$ cat src/rtl/pipe_pkg.sv
// Shared definitions for the pipeline stage register: state encoding,
// the NOP payload constants and the lane zeroing helper.
package pipe_pkg;

    typedef enum logic [1:0] {
        ST_EMPTY = 2'd0,
        ST_FULL  = 2'd1,
        ST_SKID  = 2'd2
    } pipe_state_e;

    // Widest lane payload the zeroing helper handles; lanes are cast to and from this width.
    localparam int LANE_MAX_W = 128;

    // NOP payload fields: an all-zero word with every write enable deasserted.
    localparam logic [LANE_MAX_W-1:0] ZERO_WORD  = '0;
    localparam logic                  WR_DISABLE = 1'b0;

    // An invalid lane is stored as a NOP so stale write enables never leak downstream.
    function automatic logic [LANE_MAX_W-1:0] lane_nop_fill(
        input logic                  lane_valid,
        input logic [LANE_MAX_W-1:0] lane_data
    );
        return lane_valid ? lane_data : ZERO_WORD;
    endfunction

endpackage

$ cat src/rtl/pipe_lane_reg.sv
// One payload lane of a stage register: load enable, clear, and zero-on-invalid capture.
module pipe_lane_reg
    import pipe_pkg::*;
#(
    parameter int DATA_W = 32
) (
    input  logic              clk,
    input  logic              rst,
    input  logic              clr,
    input  logic              load,
    input  logic              in_valid,
    input  logic [DATA_W-1:0] in_data,
    output logic              out_valid,
    output logic [DATA_W-1:0] out_data
);

    logic              valid_q, valid_d;
    logic [DATA_W-1:0] data_q,  data_d;

    // Next lane contents: clear wins over load, otherwise hold.
    always_comb begin
        // NOTE: every always_comb output gets a default first so no latch is inferred.
        valid_d = valid_q;
        data_d  = data_q;
        if (clr) begin
            valid_d = WR_DISABLE;
            data_d  = DATA_W'(ZERO_WORD);
        end else if (load) begin
            valid_d = in_valid;
            data_d  = DATA_W'(lane_nop_fill(in_valid, LANE_MAX_W'(in_data)));
        end
    end

    // Lane storage.
    always_ff @(posedge clk) begin
        // NOTE: the payload is reset as well as the valid bit because out_data must read zero after reset.
        if (rst) begin
            valid_q <= 1'b0;
            data_q  <= '0;
        end else begin
            valid_q <= valid_d;
            data_q  <= data_d;
        end
    end

    assign out_valid = valid_q;
    assign out_data  = data_q;

endmodule

$ cat src/rtl/pipe_skid_stage.sv
// Inter-stage pipeline register with valid/ready handshake, optional skid entry,
// flush, NOP lane zeroing, occupancy status and a saturating stall counter.
module pipe_skid_stage
    import pipe_pkg::*;
#(
    parameter int DATA_W  = 32,
    parameter int LANES   = 1,
    parameter int SKID_EN = 1,
    parameter int CNT_W   = 16
) (
    input  logic                    clk,
    input  logic                    rst,
    input  logic                    flush,
    input  logic                    in_valid,
    output logic                    in_ready,
    input  logic [LANES-1:0]        in_lane_mask,
    input  logic [LANES*DATA_W-1:0] in_data,
    output logic                    out_valid,
    input  logic                    out_ready,
    output logic [LANES-1:0]        out_lane_mask,
    output logic [LANES*DATA_W-1:0] out_data,
    output logic [1:0]              occupancy,
    output logic [CNT_W-1:0]        stall_cnt
);

    pipe_state_e state_q, state_d;
    logic [CNT_W-1:0] stall_cnt_q, stall_cnt_d;

    logic accept, emit;
    logic main_load, main_from_skid, main_clr;
    logic skid_load, skid_clr;
    logic [LANES-1:0]        skid_mask;
    logic [LANES*DATA_W-1:0] skid_data;

    assign out_valid = (state_q != ST_EMPTY);
    assign accept    = in_valid & in_ready;
    assign emit      = out_valid & out_ready;
    assign occupancy = state_q;
    assign stall_cnt = stall_cnt_q;

    // Handshake state machine: decides the next state and which entry loads from where.
    always_comb begin
        state_d        = state_q;
        main_load      = 1'b0;
        main_from_skid = 1'b0;
        skid_load      = 1'b0;
        if (flush) begin
            state_d = ST_EMPTY;
        end else begin
            case (state_q)
                ST_EMPTY: begin
                    if (accept) begin
                        state_d   = ST_FULL;
                        main_load = 1'b1;
                    end
                end
                ST_FULL: begin
                    if (accept && emit) begin
                        main_load = 1'b1;
                    end else if (accept && SKID_EN != 0) begin
                        state_d   = ST_SKID;
                        skid_load = 1'b1;
                    end else if (emit) begin
                        state_d = ST_EMPTY;
                    end
                end
                ST_SKID: begin
                    if (emit) begin
                        state_d        = ST_FULL;
                        main_load      = 1'b1;
                        main_from_skid = 1'b1;
                    end
                end
                default: state_d = ST_EMPTY;
            endcase
        end
        // Whatever an entry stops holding is zeroed, so an empty output always reads as a NOP.
        main_clr = (state_d == ST_EMPTY);
        skid_clr = (state_d != ST_SKID);
    end

    // Stall counter: one per cycle a bundle waits at the output, pinned at all-ones.
    always_comb begin
        stall_cnt_d = stall_cnt_q;
        if (out_valid && !out_ready && stall_cnt_q != {CNT_W{1'b1}}) begin
            stall_cnt_d = stall_cnt_q + 1'b1;
        end
    end

    // State and counter registers; flush leaves the counter alone.
    always_ff @(posedge clk) begin
        // NOTE: sequential state uses non-blocking assignments so every flop samples pre-edge values.
        if (rst) begin
            state_q     <= ST_EMPTY;
            stall_cnt_q <= '0;
        end else begin
            state_q     <= state_d;
            stall_cnt_q <= stall_cnt_d;
        end
    end

    if (SKID_EN != 0) begin : g_skid_ready
        logic in_ready_q, in_ready_d;

        // Registered ready keeps out_ready off any combinational path into in_ready.
        always_comb in_ready_d = (state_d != ST_SKID);

        // Ready flop, asserted straight out of reset.
        always_ff @(posedge clk) begin
            if (rst) begin
                in_ready_q <= 1'b1;
            end else begin
                in_ready_q <= in_ready_d;
            end
        end

        assign in_ready = in_ready_q;
    end else begin : g_comb_ready
        assign in_ready = !out_valid || out_ready;
    end

    for (genvar l = 0; l < LANES; l++) begin : g_lane
        pipe_lane_reg #(.DATA_W(DATA_W)) u_skid (
            .clk       (clk),
            .rst       (rst),
            .clr       (skid_clr),
            .load      (skid_load),
            .in_valid  (in_lane_mask[l]),
            .in_data   (in_data[l*DATA_W +: DATA_W]),
            .out_valid (skid_mask[l]),
            .out_data  (skid_data[l*DATA_W +: DATA_W])
        );

        pipe_lane_reg #(.DATA_W(DATA_W)) u_main (
            .clk       (clk),
            .rst       (rst),
            .clr       (main_clr),
            .load      (main_load),
            .in_valid  (main_from_skid ? skid_mask[l] : in_lane_mask[l]),
            .in_data   (main_from_skid ? skid_data[l*DATA_W +: DATA_W]
                                       : in_data[l*DATA_W +: DATA_W]),
            .out_valid (out_lane_mask[l]),
            .out_data  (out_data[l*DATA_W +: DATA_W])
        );
    end

endmodule

$ cat config.mk
export PLATFORM = sky130hd
export DESIGN_NAME = pipe_skid_stage
export DESIGN_NICKNAME = d
export VERILOG_FILES = /design/src/rtl/pipe_pkg.sv /design/src/rtl/pipe_lane_reg.sv /design/src/rtl/pipe_skid_stage.sv
export SDC_FILE = /design/constraint.sdc
export NUM_CORES = 1
export LEC_CHECK = 0
export ABC_CLOCK_PERIOD_IN_PS = 2110
export BUFFER_PORTS_ARGS = -buffer_cell sky130_fd_sc_hd__buf_2
export CAP_MARGIN = 10
export CORE_UTILIZATION = 53
export DETAILED_ROUTE_END_ITERATION = 8
export PLACE_DENSITY = 0.84
export SLEW_MARGIN = 10
export SYNTH_ARGS = -nofsm -noshare
export SYNTH_HDL_FRONTEND = slang
export SYNTH_SLANG_ARGS = --single-unit
$ cat constraint.sdc
create_clock -name clk -period 2.11 [get_ports clk]
set_input_delay 0.1055 -clock clk [delete_from_list [all_inputs] [get_ports clk]]
set_output_delay 0.1055 -clock clk [all_outputs]
set_load 0.1 [all_outputs]
==> metrics.md <==
| Metric | Value |
|---|---|
| Final Power | about 3000 uW |
| Hold-fix buffers, CTS | 0 |
| Flop pwr share | 54.6% |
| Die width | 87.3 um |
| WP buf/inv | 0 |
| # port buffers | 90 |
| VDD IR max | 523 uV |
| Tcrit/Tclk final | 89.6% |
| Clk network pwr share | 34.2% |
| Layout Utilization | 66.9% |
| Compound-Gate Fraction of Synth Area | approximately 22% |
| Synth warn | 0 |
| RSZ-0062 raised after global routing | no |
| Cell Int Power | 2150 uW |
| Xor and xnor area share after synthesis | 0% |
| Psw | 834 uW |
| Worst path cell trace | ha_1 -> nand3_1 -> or3_1 -> nor4b_1 -> mux2_2 |
| Crit path kind | flip-flop to flip-flop |
| Via Count | 3,926 |
| Final net count | 575 |
| Layout area overhead | 19.7% |
| Switching Share | 28.0% |
| Tmin final | 1890 ps |
| Final setup vio count | 0 |
| Core Footprint | 0.00691 mm2 |
| Initial core utilization | 55.9% |
| Clock root buffer master | clkbuf_8 |
| # IOs | 91 |
| #FFs+latches synth | 85 |
| Synthesized cell area | 0.00386 mm2 |
| Placed wire-length estimate | 6480 um |
| Leakage power | 0.00180 uW |
| Max-slew violations | 0 |
| Initial antenna violation count | 0 |
| Hold Crit Start | in_data[15] |
| Max cap viols | 0 |
| Sequential fraction of the synthesis area | 44.1% |
| GRT Total Usage | 26.7% |
| Reg2Reg Launch Point | stall_cnt[1]$_SDFFE_PP0P_ |
| Remaining Overflow, GRT | 0 |
| Fmax | between 0.5 and 0.6 GHz |
| First-pass GRT wire length | 16,000 um |
| CP top delay family | simple AND/OR/NAND/NOR gates |
| Mapped Cells | 462 |
| First-pass DRT Iterations | 5 |
| Main combinational cell family by area after synthesis | simple AND/OR/NAND/NOR gates |
| Comb power frac | 11.2% |
| Syn Area/Cell | approximately 8.4 um2 |
| Vias in the first global route | 3,368 |
| Vias/cell | a little over 6 |
| Post-Synth Adder-Cell Area | 0.324% |
| Max transition margin | 46.7% |
| Synth cell types | 45 |
| Worst setup path start | stall_cnt[1]$_SDFFE_PP0P_ |
| Crit path largest cell delay | between 400 and 500 ps |
| Final GP Congestion | 0.842 |
| CP max-delay cell | or3_1 |
| Setup Fix Bufs, Post-CTS | 0 |
| Diode count | 0 |
| Worst skew pair latency | between 300 and 400 ps |
| Crit start category | flip-flop |
| WP data required | 2370 ps |
| Clk_skew | 10.8 ps |
| Status | completed |
| Die height | 87.3 um |
| Final WL | 9990 um |
| Iteration-0 DRC Markers | roughly 260 |
| Final antenna-violating net count | 0 |
| Worst slew pin tran | 799 ps |
| Post-DR wirelength/cell | ~16 um |
| Tightest Hold Check Type | input port to flip-flop |
| Crit-path max FO | 6 |
| CTS H-tree lvls | 3 |
| PwrDens | 645 mW/mm2 |
| Final hold slack | 13.6 ps |
| Largest net degree at the start of global routing | 46 |
| Die ar. | around 0.0076 mm2 |
| Post_cts resized | 0 |
| Post-synthesis mux area share | 1.69% |
| Share of cells above drive strength 1 | 29.4% |
| CTS tree | built |
| Clock sink count | 85 |
| Crit path arrival time | about 2200 ps |
| Post-Synth Simple-Gate Area | a little over a quarter |
| DRC | 0 |
| Worst Setup End Kind | flip-flop |
| Rows | 30 |
| CTS buffer count | 9 |
| Max Buffers Root-to-Sink | 2 |
| Worst-path clk slew | 90 ps |
| Syn nets | about 500 |
| Endpoints failing hold | 0 |
[area by class of cell]
class	instances	area, um2
clock inverters	5	27.5
well taps	96	120
inverters	3	11.3
flip-flops and latches	85	1730
clock buffers	10	138
multi-input cells	329	1970
repair buffers	108	623
fillers	595	2290
[worst paths after layout]
check                                          endpoint  slack, ps  cells after the start
max                          stall_cnt[12]$_SDFFE_PP0P_        220                      5
min reg2reg  g_lane[0].u_skid.out_data[11]$_SDFFE_PP0P_        450                      2
min          g_lane[0].u_skid.out_data[15]$_SDFFE_PP0P_         10                      3
max reg2reg                  stall_cnt[12]$_SDFFE_PP0P_        220                      5
[worst min-delay path: stages]
cell	delay [ps]
buf_2	100
nand3_1	70
a21oi_1	50
[layer usage]
layer  GRT usage (%)  routed length (um)  vias up
met5               0                   0        -
met4            11.2                 163        0
met3            5.31                 703       14
met2            42.6                4810      167
met1            35.3                4310     1870
li1                -                   -     1875
[placed cells by master, fill, tap and decap left out, drive strengths merged, types with 3 or more instances in the layout]
cell type  count
buf          108
dfxtp         85
a21oi         47
nor2          40
nand2         38
nand3         38
and3          33
a221oi        33
a31oi         32
clkbuf        10
o31ai          8
or4            8
nand4          7
nor2b          6
or3            6
mux2           4
clkinv         4
o21ai          4
nor4           4
inv            3
[stage by stage]
step	TNS (ps)	cells	cell area, um2	setup slack (ps)
5_1_grt	0	636	4620	81.1
3_5_place_dp	0	621	4450	214
3_3_place_gp	0	621	4450	213
2_1_floorplan	-0.518	462	3890	-0.518
4_1_cts	0	636	4620	221
6_report	0	636	4620	219
[registers in the layout (all words and copies together) (netlist names)]
register / flops
in_ready: 1
g_lane.u_skid.out_data: 32
g_lane.u_skid.out_valid: 1
g_lane.u_main.out_data: 32
g_lane.u_main.out_valid: 1
stall_cnt: 16
occupancy: 2
[logic make-up (layout without fill, tap and decap cells)]
group	after synthesis	in the layout
muxes	6	6
and+or+nand+nor	193	193
buffers and inverters	48	126
DFF	85	85
AOI/OAI and AO/OA	129	129
adders and majority gates	1	1
[Yosys cell counts (all sizes together)]
cell type / number / area [um2]
dfxtp: 85 / 1700
a21oi: 47 / 235
nor2: 40 / 150
nand2: 38 / 143
nand3: 38 / 190
a221oi: 33 / 289
and3: 33 / 206
a31oi: 32 / 200
clkbuf: 32 / 121
buf: 13 / 67.6
o31ai: 8 / 60.1
or4: 8 / 65.1
nand4: 7 / 50.1
nor2b: 6 / 37.5
or3: 6 / 37.5
mux2: 4 / 45.0
nor4: 4 / 46.3
o21ai: 4 / 20.0
inv: 3 / 11.3
mux2i: 2 / 20.0
nand3b: 2 / 15.0
nor3b: 2 / 15.0
o21bai: 2 / 26.3
or2: 2 / 12.5
and2: 1 / 6.26
and4: 1 / 10.0
and4bb: 1 / 12.5
ha: 1 / 12.5
nand2b: 1 / 6.26
nor3: 1 / 5.00
nor4b: 1 / 8.76
o21a: 1 / 7.51
o22ai: 1 / 6.26
o41ai: 1 / 8.76
or3b: 1 / 8.76
[power by group through the flow]
stage          Combinational [uW]  Sequential, uW  Clock, uW
4_1_cts                       333            1630       1040
5_1_grt                       356            1630       1100
6_report                      335            1630       1020
3_5_place_dp                  332            1660          0
3_3_place_gp                  327            1660          0
2_1_floorplan                 122            1770          0
Note: power is estimated with default switching activity, not from simulation.
